## config.mk

```make
export PLATFORM = sky130hd
export DESIGN_NAME = regfile_sb
export DESIGN_NICKNAME = d
export VERILOG_FILES = /design/src/rtl/regfile_sb.sv
export SDC_FILE = /design/constraint.sdc
export NUM_CORES = 2
export LEC_CHECK = 0
export ABC_CLOCK_PERIOD_IN_PS = 2650
export CORE_ASPECT_RATIO = 1.75
export CORE_MARGIN = 1.5
export CORE_UTILIZATION = 63
export CTS_CLUSTER_DIAMETER = 60
export DETAILED_ROUTE_END_ITERATION = 7
export HOLD_SLACK_MARGIN = 0.02
export PLACE_DENSITY = 0.81
export SETUP_SLACK_MARGIN = 0.02
export SYNTH_ARGS = -nofsm -noshare
export SYNTH_HDL_FRONTEND = slang
export SYNTH_SLANG_ARGS = --single-unit
```

## constraint.sdc

```tcl
create_clock -name clk -period 2.65 [get_ports clk]
set_clock_uncertainty 0.15 [all_clocks]
set_input_delay 0.265 -clock clk [delete_from_list [all_inputs] [get_ports clk]]
set_output_delay 0.265 -clock clk [all_outputs]
set_load 0.01 [all_outputs]
```

## src/rtl/regfile_sb.sv

```systemverilog
// Parametrised register file with a per-register pending-write scoreboard.
// Decode reads and issues here; writeback writes and retires pending bits.
module regfile_sb #(
  parameter int XLEN   = 32,
  parameter int NREGS  = 32,
  parameter int NRD    = 2,
  parameter bit BYPASS = 1'b1,
  localparam int AW    = $clog2(NREGS)
) (
  input  logic              clk,
  input  logic              reset,
  input  logic [NRD*AW-1:0] rd_addr,
  output logic [NRD*XLEN-1:0] rd_data,
  output logic [NRD-1:0]    rd_busy,
  input  logic              we,
  input  logic [AW-1:0]     wr_addr,
  input  logic [XLEN-1:0]   wr_data,
  input  logic              issue_valid,
  input  logic [AW-1:0]     issue_addr,
  input  logic [AW-1:0]     dbg_addr,
  output logic [XLEN-1:0]   dbg_data
);

  logic [XLEN-1:0] regs [NREGS];
  logic [NREGS-1:0] pending;

  function automatic logic addr_ok(
    input logic [AW-1:0] a
  );
    return (a != '0) && (int'(a) < NREGS);
  endfunction

  logic wr_ok;
  logic iss_ok;

  assign wr_ok  = we && addr_ok(wr_addr);
  assign iss_ok = issue_valid && addr_ok(issue_addr);

  // Entry 0 is only ever cleared, so it stays a constant zero.
  always_ff @(posedge clk) begin
    if (reset) begin
      for (int i = 0; i < NREGS; i++) begin
        regs[i]    <= '0;
        pending[i] <= 1'b0;
      end
    end else begin
      for (int i = 1; i < NREGS; i++) begin
        if (wr_ok && wr_addr == AW'(i))
          regs[i] <= wr_data;
        if (iss_ok && issue_addr == AW'(i))
          pending[i] <= 1'b1;
        else if (wr_ok && wr_addr == AW'(i))
          pending[i] <= 1'b0;
      end
    end
  end

  for (genvar p = 0; p < NRD; p++) begin : g_rd
    logic [AW-1:0] ra;
    logic          ok;
    logic          hit;

    assign ra  = rd_addr[p*AW +: AW];
    assign ok  = addr_ok(ra);
    assign hit = BYPASS && wr_ok && (wr_addr == ra);

    always_comb begin
      rd_data[p*XLEN +: XLEN] = '0;
      rd_busy[p]              = 1'b0;
      if (ok) begin
        if (hit) begin
          rd_data[p*XLEN +: XLEN] = wr_data;
        end else begin
          rd_data[p*XLEN +: XLEN] = regs[ra];
          rd_busy[p]              = pending[ra];
        end
      end
    end
  end

  assign dbg_data = addr_ok(dbg_addr) ? regs[dbg_addr] : '0;

endmodule

```

# Yosys cells after proc, flatten, opt, wreduce, memory -nomap -nowiden
# Memory sizes are Yosys's and may differ from the RTL's.
# Cells that the tools add are included.
# totals
register_bits	31
ramBits	1024
input_bits	61
out_inout_bits	98
elab_cells	432
n_memories	1
# memory_table
memory	words	word_bits	rd	rd_clocked_by_memory_dff	write_ports	line_no	rtl
regs	32	32	3	0	32	24	logic [XLEN-1:0] regs [NREGS];
# op_classes
n_lt_le_gt_ge	2
eq_ne	64
n_mux	201
bitwise	31
n_reduce_logical	102
# op_table
op	count
$mux 32	36
$mux 1	163
$eq 5x5->1 const B	32
$eq 5x4->1 const B	16
$logic_and 1x1->1	66
$reduce_bool 2->1	31
$eq 5x3->1 const B	8
$or 1x1->1	31
$reduce_bool 5->1	5
$eq 5x2->1 const B	4
$lt 5x6->1 const B	2
$bmux 1 s5	2
$eq 5x1->1 const B	2
$eq 5x5->1	2

# Logic depth before layout (Yosys ltp)
# depth
word_depth	7
ltp_mapped	9
depth_no_buf	5

# Worst setup path before layout
# Ideal clock, no wire load.
# synth_path
path_type	input port to output port
startpoint	input port dbg_addr[1]
endpoint	output port dbg_data[0]
arrival_ns	2.078
setup_slack_ns	0.157
cell_stages	6
cell_sequence	buf_2 > buf_2 > buf_1 > mux4_2 > mux4_2 > mux2_2
# synth_between
elab_chain_cells	2
# synth_rtl
item	line_no	rtl
from (decl)	20	input logic [AW-1:0] dbg_addr,
$mem_v2 32x32 / $reduce_bool 5->1 (equally long branches)	-	
$mux 32 *	81	assign dbg_data = addr_ok(dbg_addr) ? regs[dbg_addr] : '0;
to (decl)	21	output logic [XLEN-1:0] dbg_data
# Mark *: on every way between the ends. The rest lies on a longest branch, timed or not.

==> flow_summary.ini <==
[worst_setup_path]
worstSetupStartpointType = flip-flop
reg2reg_from = pending[5]
cp.required_ns = 2.24
path_max_fanout = 4
end_kind = primary output
crit_arrival_ns = 2.91
cp-startpoint = regs[15][26]
crit_type = flip-flop to primary output

[finish]
syn_to_final_growth_pct = 26.46
nets = 4767
drive_above_1_share_pct = 47.44
fin_util_pct = 80.26
fill_cells = 4321

[cts]
numCtsBuffers = 91
clock_path_buffers = 3
cts_hold_buf = 0
cts-root-buf = clkbuf_16
cts.reportedPaths.clkPinSlew_ns = 0.07
cts_tree = done
clock-sinks = 1023
htreeDepth = 3
clk_latency_ns = 0.74

[synth]
ys_seq_elements = 1023
syn_area_um2 = 58880
synth_edf_count = 992
ys_top_cells_by_count = edfxtp_1, mux4_2, nor2_1, clkbuf_1, mux2_2
synth-async-reset-ratio_pct = 0
synth_area_leader_cell = edfxtp_1
synth_nets = 4051
synth_top_area_share_pct = 50.59
yosysWarnings = 0
syn_inst = 3990
synth.most_common_cell = edfxtp_1
ys_types = 52
syn_avg_cell_area_um2 = 14.76
ys_seq_area_share_pct = 51.64
yosys_most_used_dff = edfxtp_1
synth_area_leaders = edfxtp_1, mux4_2, nor2_1, mux2_2, mux2i_1

[status]
violations = DRC, setup timing
status = finished, violations left

[sta]
finalHoldViolations = 0
min_period_ns = 3.329
setup_slack_ns = -0.6789
tightestPinTransition_ns = 0.8895
worst_hold_slack_ns = 0.2253
slew_violations = 0
fmax_mhz = 300.4
rsz0062_at_grt = yes
setup_viol = 98
max_slew_margin_pct = 40.70
fin_crit_sh_pct = 125.6

[pwr]
power_frac_seq_pct = 45.4
vdd_drop_max_v = 0.0007575
swShare_pct = 29.41
leakage_uw = 0.02636
power.density_nw_per_um2 = 588.1
internal-power_uw = 30910
power_frac_clock_pct = 31.3
power_frac_comb_pct = 23.3
switchingPower_uw = 12880

[place]
dp_hpwl_um = 164400
gp_congestion = 1.034
io_buffer_count = 158

[drt]
wl_per_cell_um = 45.39
drtPass1Iterations = 8
viasPerCell = 8.699
drc = 109
detail-route-antenna-nets = 0
wl_um = 272300
drt_iter0_markers = 12570
num_vias = 52190

[global_routing]
grt_pass1_wl_um = 365600
antenna_found_initial = 26
first_global_vias = 51030
globalRouteOverflowTotal = 0
groute.usage.overall_pct = 56.13
grt_max_degree = 51

[die]
rows = 148
die-area_um2 = 95380
die_w_um = 234.1
die_y_um = 407.4
initial_core_util_pct = 63.47
num_io_pins = 159
core_area_um2 = 92770

[min_path]
hp-start = issue_valid
hold_path_class = input pin to flip-flop

[job]
cap_viol_max_count = 0
[logic make-up after synthesis]
family	Yosys count	share of synthesized area, %
XOR/XNOR	10	0.1488
AND/OR/NAND/NOR	889	6.154
AO/OA/AOI/OAI	579	7.289
buffers and inverters	483	3.555
flip-flops	1023	51.64
multiplexers	1006	31.21
[critical path, stage by stage (launching register included)]
cell and delay [ns]:
edfxtp_1 0.52, mux4_2 0.71, mux4_2 0.51, mux2_4 0.29
buf_6 0.13
[final cells by class]
class,count,area (um^2),area share (%)
clock buffers,111,2457,3.300
flip-flops and latches,1023,30410,40.84
inverters,76,290.3,0.3898
repair buffers,1030,10720,14.40
well taps,1200,1501,2.016
multi-input cells,2484,28550,38.35
diodes,18,45.04,0.06049
clock inverters,57,480.5,0.6452
[power by group through the flow]
stage          registers [uW]  clock network [uW]  logic, uW
6_report                19900               13700      10200
5_1_grt                 19900               14100      10100
4_1_cts                 19700               13400       9160
3_5_place_dp            20000                   0       8630
3_3_place_gp            19900                   0       8500
2_1_floorplan           19700                   0       4560
[registers in the layout, summed over array words and instances (netlist names)]
signal / count
pending: 31
regs: 992
[path summary, 6_finish.rpt]
kind	cells after the start	slack (ns)	end
worst min-delay path	5	0.23	pending[20]
worst min register to register	2	0.34	pending[20]
worst max register to register	2	1.78	pending[5]
worst max-delay path	4	-0.68	dbg_data[26]
[per-layer routing]
| layer | up-vias | wire [um] | share of wire (%) | global-route usage (%) |
|---|---|---|---|---|
| li1 | 17700 | - | - | - |
| met1 | 24450 | 69470 | 26 | 60.76 |
| met2 | 7214 | 111800 | 41 | 76.79 |
| met3 | 2788 | 52650 | 19 | 29.87 |
| met4 | 38 | 37490 | 14 | 53.90 |
| met5 | - | 873 | 0.32 | 3.281 |
[cells in the final DEF, fill, tap and decap left out, types with 33 or more instances in the layout]
cell type,Yosys,final
mux4_2,645,645
edfxtp_1,992,992
nand2_1,162,107
buf_4,24,611
nor2b_1,41,33
buf_6,6,78
buf_2,116,76
a21oi_1,89,69
nor2_1,607,599
inv_1,74,65
clkdlybuf4s50_1,0,39
buf_12,0,211
mux2_2,189,161
a22oi_1,98,76
o211ai_1,35,35
o22ai_1,37,35
clkbuf_16,0,95
mux2i_1,172,133
nand2_2,0,54
[metrics by stage]
stage	instance area [um^2]	TNS [ns]	total power (uW)	std cells	setup WS [ns]
floorplan	58880	0	24270	3990	0.1573
global placement	68690	-61.47	28380	5700	-0.9624
detailed placement	68690	-61.98	28680	5700	-0.9387
CTS	73540	-27.09	42280	5967	-0.4770
global route	74430	-38.64	44090	5987	-0.6742
finish	74460	-37.84	43790	5999	-0.6789
[repair_timing]
| item | CTS | global route |
|---|---|---|
| gates resized for setup | 743 | 131 |
| gates cloned | 4 | 0 |
| setup buffers | 118 | 24 |
| pin swaps | 117 | 53 |
| endpoints found under the setup margin | 98 | 98 |
Power figures use the tool's default switching activity.
